## config.mk

```make
export PLATFORM = sky130hd
export DESIGN_NAME = demux_stream_flat
export DESIGN_NICKNAME = d
export VERILOG_FILES = /design/src/rtl/demux_stream_pkg.sv /design/src/rtl/demux_stream_if.sv /design/src/rtl/demux_sel_decode.sv /design/src/rtl/demux_stream.sv /design/src/flat_wrapper.sv
export SDC_FILE = /design/constraint.sdc
export NUM_CORES = 1
export LEC_CHECK = 0
export CORE_MARGIN = 10
export CORE_UTILIZATION = 37
export CTS_CLUSTER_SIZE = 8
export DETAILED_ROUTE_END_ITERATION = 12
export GPL_ROUTABILITY_DRIVEN = 0
export PLACE_DENSITY = 0.86
export SLEW_MARGIN = 20
export SYNTH_ARGS = -nofsm -noshare
export SYNTH_HDL_FRONTEND = slang
export SYNTH_SLANG_ARGS = --single-unit
export TNS_END_PERCENT = 100
```

## constraint.sdc

```tcl
create_clock -name clk -period 2.4 [get_ports clk]
set_clock_uncertainty 0.2 [all_clocks]
set_input_delay 0.48 -clock clk [delete_from_list [all_inputs] [get_ports clk]]
set_output_delay 0.48 -clock clk [all_outputs]
set_load 0.02 [all_outputs]
```

## src/rtl/demux_stream_pkg.sv

```systemverilog
// Shared defaults and select helpers for the demux_stream block.
// Broadcast support is enabled by defining DEMUX_STREAM_BCAST_EN.
package demux_stream_pkg;

  localparam int WIDTH_DEF = 8;
  localparam int NCH_DEF   = 8;
  localparam int MAX_NCH   = 256;

  // Returned at the maximum channel count; callers keep the low NCH bits.
  function automatic logic [MAX_NCH-1:0] onehot_dec(input logic [7:0] sel, input int n);
    logic [MAX_NCH-1:0] v;
    v = '0;
    if (int'(sel) < n) v[sel] = 1'b1;
    return v;
  endfunction

  function automatic logic sel_legal(input logic [7:0] sel, input int n);
    return int'(sel) < n;
  endfunction

endpackage

```

## src/rtl/demux_stream_if.sv

```systemverilog
// Producer/consumer bundle for demux_stream; slave is the block side.
// in_bcast exists only when DEMUX_STREAM_BCAST_EN is defined.
interface demux_stream_if #(
  parameter int WIDTH = 8,
  parameter int NCH   = 8,
  parameter int SW    = $clog2(NCH)
);
  logic             in_valid;
  logic             in_ready;
  logic [WIDTH-1:0] in_data;
  logic [SW-1:0]    in_sel;
`ifdef DEMUX_STREAM_BCAST_EN
  logic             in_bcast;
`endif
  logic [NCH-1:0]   out_valid;
  logic [NCH-1:0]   out_ready;
  logic [WIDTH-1:0] out_data;
  logic             err_pulse;
  logic             err_flag;
  logic             err_clr;

  modport slave (
    input  in_valid, in_data, in_sel, out_ready, err_clr,
`ifdef DEMUX_STREAM_BCAST_EN
    input  in_bcast,
`endif
    output in_ready, out_valid, out_data, err_pulse, err_flag
  );

  modport master (
    output in_valid, in_data, in_sel, out_ready, err_clr,
`ifdef DEMUX_STREAM_BCAST_EN
    output in_bcast,
`endif
    input  in_ready, out_valid, out_data, err_pulse, err_flag
  );
endinterface

```

## src/rtl/demux_sel_decode.sv

```systemverilog
// Per-channel valid decode of the held beat: one-hot on sel for unicast,
// the pending mask for broadcast.
module demux_sel_decode #(
  parameter int NCH = 8,
  parameter int SW  = $clog2(NCH)
) (
  input  logic           valid,
  input  logic [SW-1:0]  sel,
  input  logic           bcast,
  input  logic [NCH-1:0] mask,
  output logic [NCH-1:0] out_valid
);
  for (genvar k = 0; k < NCH; k++) begin : g_ch
    assign out_valid[k] = valid && (bcast ? mask[k] : (sel == SW'(k)));
  end
endmodule

```

## src/rtl/demux_stream.sv

```systemverilog
// Registered 1-to-NCH stream demux with one-entry pass-through stage,
// out-of-range select drop/error, optional broadcast (DEMUX_STREAM_BCAST_EN).
module demux_stream
  import demux_stream_pkg::*;
#(
  parameter int WIDTH = WIDTH_DEF,
  parameter int NCH   = NCH_DEF,
  parameter int SW    = $clog2(NCH)
) (
  input  logic           clk,
  input  logic           rst_n,
  demux_stream_if.slave  bus
);
  logic             valid_q;
  logic [SW-1:0]    sel_q;
  logic [WIDTH-1:0] data_q;
  logic             err_pulse_q;
  logic             err_flag_q;
  logic             bcast_q;
  logic [NCH-1:0]   pend_q;
  logic [NCH-1:0]   ov;
  logic             in_bc;
  logic             drain, accept, legal, load, bad;

  demux_sel_decode #(.NCH(NCH), .SW(SW)) u_dec (
    .valid     (valid_q),
    .sel       (sel_q),
    .bcast     (bcast_q),
    .mask      (pend_q),
    .out_valid (ov)
  );

  // Drains once every channel still showing valid is ready; covers unicast
  // (single bit) and the last outstanding channels of a broadcast alike.
  assign drain  = valid_q && ~|(ov & ~bus.out_ready);
  assign accept = bus.in_valid && bus.in_ready;
  assign legal  = in_bc || sel_legal(8'(bus.in_sel), NCH);
  assign load   = accept && legal;
  assign bad    = accept && !legal;

  assign bus.in_ready  = !valid_q || drain;
  assign bus.out_valid = ov;
  assign bus.out_data  = data_q;
  assign bus.err_pulse = err_pulse_q;
  assign bus.err_flag  = err_flag_q;

  always_ff @(posedge clk or negedge rst_n) begin
    if (!rst_n) begin
      valid_q     <= 1'b0;
      sel_q       <= '0;
      data_q      <= '0;
      err_pulse_q <= 1'b0;
      err_flag_q  <= 1'b0;
    end else begin
      if (load) begin
        valid_q <= 1'b1;
        sel_q   <= bus.in_sel;
        data_q  <= bus.in_data;
      end else if (drain) begin
        valid_q <= 1'b0;
      end
      err_pulse_q <= bad;
      // A new error wins over a same-cycle clear.
      err_flag_q  <= bad || (err_flag_q && !bus.err_clr);
    end
  end

`ifdef DEMUX_STREAM_BCAST_EN
  assign in_bc = bus.in_bcast;

  always_ff @(posedge clk or negedge rst_n) begin
    if (!rst_n) begin
      bcast_q <= 1'b0;
      pend_q  <= '0;
    end else if (load) begin
      bcast_q <= in_bc;
      pend_q  <= '1;
    end else begin
      pend_q  <= pend_q & ~bus.out_ready;
    end
  end
`else
  assign in_bc   = 1'b0;
  assign bcast_q = 1'b0;
  assign pend_q  = '0;
`endif

endmodule

```

## src/flat_wrapper.sv

```systemverilog
// flat-port wrapper written by rule: the top's interface ports become plain ports
module demux_stream_flat import demux_stream_pkg::*;
#(
  parameter int WIDTH = WIDTH_DEF,
  parameter int NCH   = NCH_DEF,
  parameter int SW    = $clog2(NCH)
)
  (clk, rst_n, bus_in_valid, bus_in_data, bus_in_sel, bus_out_ready, bus_err_clr, bus_in_ready, bus_out_valid, bus_out_data, bus_err_pulse, bus_err_flag);
  demux_stream_if #(.WIDTH(WIDTH), .NCH(NCH), .SW(SW)) bus_i ();
  input  logic clk;
  input  logic rst_n;
  input wire logic [$bits(bus_i.in_valid)-1:0] bus_in_valid;
  input wire logic [$bits(bus_i.in_data)-1:0] bus_in_data;
  input wire logic [$bits(bus_i.in_sel)-1:0] bus_in_sel;
  input wire logic [$bits(bus_i.out_ready)-1:0] bus_out_ready;
  input wire logic [$bits(bus_i.err_clr)-1:0] bus_err_clr;
  output wire logic [$bits(bus_i.in_ready)-1:0] bus_in_ready;
  output wire logic [$bits(bus_i.out_valid)-1:0] bus_out_valid;
  output wire logic [$bits(bus_i.out_data)-1:0] bus_out_data;
  output wire logic [$bits(bus_i.err_pulse)-1:0] bus_err_pulse;
  output wire logic [$bits(bus_i.err_flag)-1:0] bus_err_flag;
  assign bus_i.in_valid = bus_in_valid;
  assign bus_i.in_data = bus_in_data;
  assign bus_i.in_sel = bus_in_sel;
  assign bus_i.out_ready = bus_out_ready;
  assign bus_i.err_clr = bus_err_clr;
  assign bus_in_ready = bus_i.in_ready;
  assign bus_out_valid = bus_i.out_valid;
  assign bus_out_data = bus_i.out_data;
  assign bus_err_pulse = bus_i.err_pulse;
  assign bus_err_flag = bus_i.err_flag;
  demux_stream #(.WIDTH(WIDTH), .NCH(NCH), .SW(SW)) u_core (.clk(clk), .rst_n(rst_n), .bus(bus_i));
endmodule
```

Word-level counts from Yosys, hierarchy flattened:

Index checks and enable logic that the tools add are counted.

* register bits: 13
* latch bits: 0
* memory bits (writable): 0
* ROM bits: 0
* bits of input ports: 23
* output and inout bits: 19
* logic and storage cells: 33
* memories kept: 0

* add/sub/neg operators: 0
* $mul: 0
* divide/modulo/power cells: 0
* magnitude comparators: 0
* equality and inequality tests: 7
* shift-type cells: 0
* multiplexer cells: 2
* bitwise logic cells: 2
* reduce and logical (&&, ||, !) cells: 18

Operators with widths (number)
* == test 3 bit (second input constant): 4
* logical AND 1 bit: 11
* AND 8 bit: 1
* inverter 8 bit: 1
* OR reduction 8 bit: 1
* == test 3 x 2 -> 1 bit (second input constant): 2
* == test 3 x 1 -> 1 bit (second input constant): 1
* zero test 1 bit: 3
* zero test 3 bit: 1
* two-way mux 1 bit: 2
* nonzero test 2 bit: 1
* logical OR 1 bit: 1

Longest topological paths before layout:

Gate-level depths: netlist of the first run.

* depth in word-level cells: 9
* mapped depth: 6
* mapped depth without buffers: 4

By module:

From an unflattened synthesis of the first run, not the netlist that was laid out.

* cells, all modules: 104
* area, all modules: 950.9 µm²

Modules (own cells, without submodules)
* demux_stream: times used 1, cells each 79, area each 775.7 µm², seq. area each 325.3 µm²
* demux_sel_decode: times used 1, cells each 25, area each 175.2 µm², seq. area each 0.0 µm²

Least setup slack after synthesis of the first run:

Ideal clock, no wire load.

* path kind: input -> output
* start point: input bus_out_ready[0]
* end point: output bus_in_ready
* data arrival time: 1.297 ns
* slack: 0.423 ns
* stages on the path: 3
* cells stage by stage: mux2_4 > or3_1 > and4_1

* word-level cells in the longest chain between the ends: 6

Ends and longest elaborated chain
* start: declaration: line flat_wrapper.sv:15 `input wire logic [$bits(bus_i.out_ready)-1:0] bus_out_ready;`
* inverter 8 bit: line demux_stream.sv:35 `assign drain = valid_q && ~|(ov & ~bus.out_ready);`
* AND 8 bit: line demux_stream.sv:35
* OR reduction 8 bit: line demux_stream.sv:35
* zero test 1 bit: line demux_stream.sv:35
* logical AND 1 bit: line demux_stream.sv:35
* logical OR 1 bit: line demux_stream.sv:41 `assign bus.in_ready = !valid_q || drain;`
* end: declaration: line flat_wrapper.sv:17 `output wire logic [$bits(bus_i.in_ready)-1:0] bus_in_ready;`

No other way between the ends.

Worst setup path after layout of the first run:

* start point: register u_core.sel_q[1]
* end point: output bus_in_ready

* word-level cells in the longest chain between the ends: 7

Ends and longest elaborated chain
* start: declaration: line demux_stream.sv:15 `logic [SW-1:0] sel_q;`
* start signal: assignment: line demux_stream.sv:57 `sel_q <= bus.in_sel;`
* == test 3 x 1 -> 1 bit, or another cell as far along: line demux_sel_decode.sv:14 `assign out_valid[k] = valid && (bcast ? mask[k] : (sel == SW'(k)));`
* logical AND 1 bit: line demux_sel_decode.sv:14
* AND 8 bit (*): line demux_stream.sv:35
* OR reduction 8 bit (*): line demux_stream.sv:35
* zero test 1 bit (*): line demux_stream.sv:35
* logical AND 1 bit (*): line demux_stream.sv:35
* logical OR 1 bit (*): line demux_stream.sv:41

Mark *: on every way between the ends. The rest lies on a longest branch, timed or not.

==> key figures, run 1 <==
Status
  – Outcome: finished, final reports clean

Critical path
  – Type of element launching the critical path: flip-flop
  – Crit path DAT: between 1.5 and 2 ns
  – Worst path buffer plus inverter count: 1
  – Kind of end point of the critical path: output port
  – Depth of the most critical reg-to-reg path: 7
  – Delay of the slowest critical-path stage: 0.42 ns
  – Required time at the worst-slack endpoint: approximately 1.7 ns
  – Critical Setup Path Class: reg2out
  – Dominant delay contributor by cell family on the critical path: simple AND/OR/NAND/NOR gates
  – Slowest cell on crit path: sky130_fd_sc_hd__dfrtp_1
  – Number of cells on the critical path: 4
  – Cell Chain, Critical Path: mux2_4, or3_1, and4_4, buf_6
  – Maximum fanout count along the critical path: 3

Cells and area
  – Cell Count, Final, Fillers Out: around 140
  – Fraction of final layout cells sized beyond drive strength 1: 0.296
  – Area overhead of the layout relative to synthesis: 71.6%
  – Commonest cells after routing, fill and taps aside: 29 x sky130_fd_sc_hd__clkdlybuf4s50_1, 13 x sky130_fd_sc_hd__dfrtp_1, 11 x sky130_fd_sc_hd__mux2_4
  – Number of nets at the end of the flow: roughly 130
  – Post-Route Utilization: 0.652
  – Most common cell after layout, fill and taps aside: sky130_fd_sc_hd__clkdlybuf4s50_1
  – Ant diodes: 0
  – Area of all placed cells without fillers: 0.00125 mm²

Yosys
  – Sequential element share of the synthesized area: 0.445
  – Gate count after technology mapping: 58
  – Synthesized area per cell: 12.6 µm²
  – Summed instance area of the synthesized netlist: roughly 730 µm²
  – Synth unique cells: 24
  – Synthesis warning total: 0
  – FF+latch count, synth: 13
  – Post-synth net total: 81

Power and ir drop
  – Design Power: about 1.6 mW
  – LEAKAGE: 0.609 nW
  – Worst ir drop on vdd: ~0.00065 V
  – Power per Cell Area: around 1300 mW/mm²

Timing
  – Final Cycle Share: 0.986
  – Finish-stage setup viols: 0
  – RSZ-0062 raised after global routing: yes
  – Fmax: about 420 MHz
  – Final hold vios: 0
  – Minimum clock period: ~2.4 ns
  – Worst Hold Slack: ~0.32 ns
  – Final count of pins violating max slew: 0
  – Relative max-transition margin: 0.612
  – Measured slew at the worst slew-check pin: between 0.5 and 0.6 ns

Floorplan
  – Number of core rows: 16
  – Horizontal die dimension: 64.4 µm
  – Std-Cell Core Area: ~0.0019 mm²
  – Die Ht: roughly 64 µm
  – Starting density of the core: 0.380
  – Area enclosed by the die boundary: 0.00415 mm²
  – # IOs: 42

Global route
  – Overall global routing resource usage: 0.101
  – Pin count of the biggest net entering global routing: 14
  – Remaining global-route overflow: 0
  – Number of antenna violations at the first check in global routing: 0
  – Vias in the first global route: between 600 and 700
  – Global-route wire length before repair: 3.33 mm

Placement
  – IO buf count: 40
  – Number of cells in the design after placement: between 100 and 150
  – Post-DP HPWL: about 1.8 mm
  – Total cell area at the placement stage: around 0.0012 mm²

Detailed routing
  – First-iteration detailed-routing DRC count: 21
  – Remaining DRCs: 0
  – DRT antenna net count: 0
  – Via Count: approximately 660
  – Routed length per instance: 16.0 µm
  – DRT Pass-1 Iters: 4
  – Post-DR vias/cell: 4.85
  – Total Wirelength: 2.16 mm

Clocking
  – CTS tree: done
  – Count of H-tree levels built during CTS: 1
  – # hold bufs at CTS: 0
  – Largest buffer count on any clock path: 2
  – Sinks on Clock Net: 13
  – Clock root buffer master: sky130_fd_sc_hd__clkbuf_4
  – Clock latency at the later pin of the worst-skew pair: around 0.27 ns
  – Register clock-pin slew on the reported worst setup and hold paths: 0.08 ns
  – Number of buffers added by the clock tree synthesis step: 3

Min path
  – Hold Path Class: reg2reg
  – Cells on Worst Hold Path: 1

Run
  – Number of max-cap violations: 0
-- worst paths after layout --
| kind | startpoint | endpoint | slack (ns) |
|---|---|---|---|
| min | u_core.bus.out_data[2] | u_core.bus.out_data[2] | 0.32 |
| min reg2reg | u_core.bus.out_data[2] | u_core.bus.out_data[2] | 0.32 |
| max | u_core.sel_q[1] | bus_in_ready | 0.03 |
| min in group asynchronous | rst_n | u_core.sel_q[1] | 0.37 |
| max reg2reg | u_core.sel_q[1] | u_core.bus.out_data[3] | 0.37 |
| max in group asynchronous | rst_n | u_core.bus.out_data[3] | 1.25 |
-- area by class of cell --
class                      instances  area (µm²)
clock buffer                       4        26.3
fill                             163         668
multi-input combinational         41         380
sequential                        13         325
tap                               27        33.8
timing repair buffer              50         488
-- cell families (layout without fill, tap and decap cells) --
group | after synthesis | in the layout | share of synthesized area
AOI/OAI and AO/OA | 4 | 4 | 0.0514
buffers and inverters | 4 | 54 | 0.0428
DFF | 13 | 13 | 0.445
muxes | 12 | 12 | 0.241
other | 1 | 1 | 0.00513
and+or+nand+nor | 24 | 24 | 0.214
-- worst register-to-register path, stage by stage (launching register included) --
cell and delay (ns):
sky130_fd_sc_hd__dfrtp_1 0.42, sky130_fd_sc_hd__buf_4 0.18, sky130_fd_sc_hd__nor3_1 0.25, sky130_fd_sc_hd__o211ai_2 0.13
sky130_fd_sc_hd__buf_4 0.16, sky130_fd_sc_hd__nand4_2 0.10, sky130_fd_sc_hd__buf_12 0.16, sky130_fd_sc_hd__mux2_2 0.33
-- synth_stat cells --
cell type | instances | share of area
sky130_fd_sc_hd__o211ai_2 | 1 | 0.017
sky130_fd_sc_hd__conb_1 | 1 | 0.0051
sky130_fd_sc_hd__nand2b_1 | 3 | 0.026
sky130_fd_sc_hd__and4_1 | 1 | 0.012
sky130_fd_sc_hd__o21ai_1 | 1 | 0.0068
sky130_fd_sc_hd__nand4_2 | 1 | 0.017
sky130_fd_sc_hd__buf_6 | 1 | 0.015
sky130_fd_sc_hd__nor2b_1 | 1 | 0.0086
sky130_fd_sc_hd__and3b_1 | 1 | 0.012
sky130_fd_sc_hd__buf_2 | 1 | 0.0068
sky130_fd_sc_hd__o21bai_2 | 1 | 0.015
sky130_fd_sc_hd__and4bb_1 | 1 | 0.017
sky130_fd_sc_hd__buf_4 | 2 | 0.021
sky130_fd_sc_hd__nor3b_1 | 2 | 0.021
sky130_fd_sc_hd__mux2_2 | 1 | 0.015
sky130_fd_sc_hd__or2b_1 | 1 | 0.010
sky130_fd_sc_hd__mux2_4 | 11 | 0.23
sky130_fd_sc_hd__nor3_1 | 3 | 0.021
sky130_fd_sc_hd__or3_1 | 1 | 0.0086
sky130_fd_sc_hd__nor2_1 | 6 | 0.031
sky130_fd_sc_hd__dfrtp_1 | 13 | 0.45
sky130_fd_sc_hd__o31a_1 | 1 | 0.012
sky130_fd_sc_hd__nor4b_2 | 1 | 0.021
sky130_fd_sc_hd__nand2_1 | 2 | 0.010
-- metrics by stage --
step	TNS [ns]	setup slack, ns
detailed placement	-0.533	-0.533
global placement	-0.466	-0.466
floorplan	0	0.423
CTS	-0.148	-0.148
finish	0	0.0326
global route	-0.0284	-0.0284
-- repair_timing --
action | CTS | global route
setup buffers | 0 | 1
gates resized for setup | 11 | 7
endpoints found under the setup margin | 8 | 2
pin swaps | 0 | 1
hold endpoints to repair | 0 | 0
-- per-layer routing --
metal,up-vias,global-route usage,wire length (µm)
met2,34,0.158,1010
met1,315,0.112,860
met4,0,0.0321,17
met3,2,0.0636,270
met5,-,0,0
li1,304,-,-
-- state kept, by name, indices dropped and copies added (netlist names) --
signal and cells:
u_core.bus.err_flag 1, u_core.bus.out_data 8, u_core.sel_q 3, u_core.valid_q 1
-- where the power goes --
part	internal [mW]	switching, mW	total (mW)
clock network	0.0644	0.0693	0.134
registers	0.323	0.0929	0.416
logic	0.598	0.451	1.05
total	0.986	0.613	1.60
Note: power is estimated with default switching activity, not from simulation.
==> run 2, diff against run 1 <==
--- a/config.mk
+++ b/config.mk
@@ -6,11 +6,11 @@
 export NUM_CORES = 1
 export LEC_CHECK = 0
 export CORE_MARGIN = 10
-export CORE_UTILIZATION = 37
+export CORE_UTILIZATION = 40
 export CTS_CLUSTER_SIZE = 8
 export DETAILED_ROUTE_END_ITERATION = 12
 export GPL_ROUTABILITY_DRIVEN = 0
-export PLACE_DENSITY = 0.86
+export PLACE_DENSITY = 0.92
 export SLEW_MARGIN = 20
 export SYNTH_ARGS = -nofsm -noshare
 export SYNTH_HDL_FRONTEND = slang
==> constraint.sdc (replaced) <==
create_clock -name clk -period 2.8 [get_ports clk]
set_clock_uncertainty 0.2 [all_clocks]
set_input_delay 0.56 -clock clk [delete_from_list [all_inputs] [get_ports clk]]
set_output_delay 0.56 -clock clk [all_outputs]
set_load 0.02 [all_outputs]
==> run 2 against run 1 <==
Compared with the run above:
- critical path depth is 1 higher
- clock power is 17% lower
- register-to-register slack better by 0.12 ns
- die area is 5.2% lower
- clock-buffer cell count stayed put
- wire length is 11% lower
- hold slack worse by 0.0060 ns
- sequential share of layout area is 1.7 points higher
- combinational power is 26% lower
- first-iteration DRC count is 71% lower
- critical endpoint unchanged
- largest power group unchanged
- highest routed layer unchanged
==> key figures, run 2 (synthesized netlist as in run 1, its figures left out) <==
Cells and area
  – Post-Route Utilization: 0.680 (+0.0281)
  – Fraction of final layout cells sized beyond drive strength 1: 0.228 (-0.0686)
  – Max reg flops: 8 (unchanged)
  – Ant diodes: 0 (unchanged)
  – Commonest cells after routing, fill and taps aside: 39 x sky130_fd_sc_hd__clkdlybuf4s50_1, 13 x sky130_fd_sc_hd__dfrtp_1, 11 x sky130_fd_sc_hd__mux2_4
  – Area overhead of the layout relative to synthesis: 60.8%
  – Area of all placed cells without fillers: 0.00117 mm² (-6.3%)
  – Number of nets at the end of the flow: 125 (-5.3%)
  – Most common cell after layout, fill and taps aside: sky130_fd_sc_hd__clkdlybuf4s50_1

Power and ir drop
  – Power per Cell Area: 1070 mW/mm² (-16%)
  – Worst ir drop on vdd: 0.000612 V (-5.7%)
  – LEAKAGE: 0.500 nW (-18%)

Clocking
  – Post-CTS repair timing setup buffer count: 0 (unchanged)
  – Register clock-pin slew on the reported worst setup and hold paths: 0.08 ns (about the same)
  – Clock root buffer master: sky130_fd_sc_hd__clkbuf_4
  – Number of buffers added by the clock tree synthesis step: 3 (unchanged)
  – CTS tree: done
  – Count of H-tree levels built during CTS: 1 (unchanged)
  – Sinks on Clock Net: 13 (unchanged)
  – Largest buffer count on any clock path: 2 (unchanged)
  – Clock latency at the later pin of the worst-skew pair: 0.26 ns (about the same)

Placement
  – Total cell area at the placement stage: 0.00115 mm² (-4.9%)
  – IO buf count: 40 (unchanged)
  – Post-DP HPWL: 1.61 mm (-9.3%)
  – Minimum setup slack after placement: -0.242 ns (+0.291 ns)

Global route
  – Remaining global-route overflow: 0 (unchanged)
  – Overall global routing resource usage: 0.0950 (-0.00643)
  – Number of antenna violations at the first check in global routing: 0 (unchanged)
  – Global-route wire length before repair: 3.09 mm (-7.2%)
  – Vias in the first global route: 648 (-6.9%)
  – Pin count of the biggest net entering global routing: 14 (unchanged)

Timing
  – Final count of pins violating max slew: 0 (unchanged)
  – RSZ-0062 raised after global routing: no
  – TNS Setup: 0 ns (unchanged)
  – Final hold vios: 0 (unchanged)
  – Minimum clock period: about 2.7 ns
  – Final Cycle Share: 0.949
  – Finish-stage setup viols: 0 (unchanged)
  – Relative max-transition margin: 0.630 (+0.0174)
  – Fmax: approximately 380 MHz
  – Setup slack after layout: 0.143 ns (+0.111 ns)
  – Measured slew at the worst slew-check pin: 0.554 ns (-0.0260 ns)

Critical path
  – Critical Setup Path Class: in2out
  – Dominant delay contributor by cell family on the critical path: buffers and inverters
  – Crit path DAT: 1.90 ns (+0.21 ns)
  – Slowest cell on crit path: sky130_fd_sc_hd__clkdlybuf4s50_1
  – Maximum fanout count along the critical path: 2 (-1)
  – Worst path buffer plus inverter count: 2 (+1)
  – Delay of the slowest critical-path stage: 0.39 ns (-0.03 ns)
  – Cell Chain, Critical Path: clkdlybuf4s50_1, mux2_4, or3_1, and4_1, clkbuf_2
  – Type of element launching the critical path: input pin
  – Required time at the worst-slack endpoint: 2.04 ns (+0.32 ns)
  – Kind of end point of the critical path: output port

Detailed routing
  – Routed length per instance: 15.2 µm (-4.8%)
  – DRT antenna net count: 0 (unchanged)
  – Post-DR vias/cell: 4.67 (-3.8%)
  – DRT Pass-1 Iters: 2 (-2)
  – Remaining DRCs: 0 (unchanged)
  – First-iteration detailed-routing DRC count: 6 (-71%)
  – Via Count: 588 (-10%)
  – Total Wirelength: 1.91 mm (-11%)

Floorplan
  – Starting density of the core: 0.423 (+0.0430)
  – Area enclosed by the die boundary: 0.00394 mm² (-5.2%)
  – Die Ht: 62.7 µm (-2.6%)
  – # IOs: 42 (unchanged)
  – Number of core rows: 15 (-1)
  – Std-Cell Core Area: 0.00173 mm² (-10%)
  – Horizontal die dimension: 62.7 µm (-2.6%)

Min path
  – Hold Path Class: reg2reg

Run
  – Number of max-cap violations: 0 (unchanged)

Status
  – Outcome: finished, final reports clean
run 2: report_power, final:
group          switching (mW)  internal, mW
sequential             0.0931         0.277
combinational           0.344         0.430
clock                  0.0557        0.0550
total                   0.493         0.761
run 2: area by class of cell:
cell class / instances / area [µm²]
Sequential cell: 13 / 325
Timing Repair Buffer: 43 / 418
Tap cell: 25 / 31.3
Clock buffer: 4 / 26.3
Fill cell: 146 / 552
Multi-Input combinational cell: 41 / 374
run 2: worst register-to-register path: stages, from the launching register on:
cell and delay (ns):
sky130_fd_sc_hd__dfrtp_1 0.45, sky130_fd_sc_hd__buf_4 0.19, sky130_fd_sc_hd__and3b_1 0.19, sky130_fd_sc_hd__o211ai_2 0.17
sky130_fd_sc_hd__buf_4 0.13, sky130_fd_sc_hd__nand4_2 0.41, sky130_fd_sc_hd__mux2_4 0.46
run 2: layer usage:
metal  up-vias  wire length (µm)  global-route usage
li1        289                 -                   -
met4         0                 5              0.0251
met2        32               865               0.155
met1       265               836               0.103
met3         2               207              0.0538
met5         -                 0                   0
run 2: worst paths after layout:
kind                       depth (start not counted)                      to  slack (ns)                    from
hold reg to reg                                    1  u_core.bus.out_data[3]        0.31  u_core.bus.out_data[3]
setup / recovery                                   5            bus_in_ready        0.14        bus_out_ready[0]
min in group asynchronous                          1  u_core.bus.out_data[0]        0.45                   rst_n
hold / removal                                     1  u_core.bus.out_data[3]        0.31  u_core.bus.out_data[3]
max in group asynchronous                          1  u_core.bus.out_data[7]        1.59                   rst_n
setup reg to reg                                   6  u_core.bus.out_data[6]        0.49         u_core.sel_q[1]
run 2: repair_timing:
item | CTS | global route
setup endpoints to repair | 1 | 1
hold buffers | 0 | 0
gates resized for setup | 2 | 1
endpoints found under the hold margin | 0 | 0
run 2: metrics by stage:
stage	cells	hold WS, ns	total power [mW]
after floorplan	58	0.0644	0.853
after global placement	122	0.281	1.15
after detailed placement	122	0.293	1.16
after CTS	126	0.317	1.27
after global routing	126	0.340	1.33
final	126	0.314	1.25
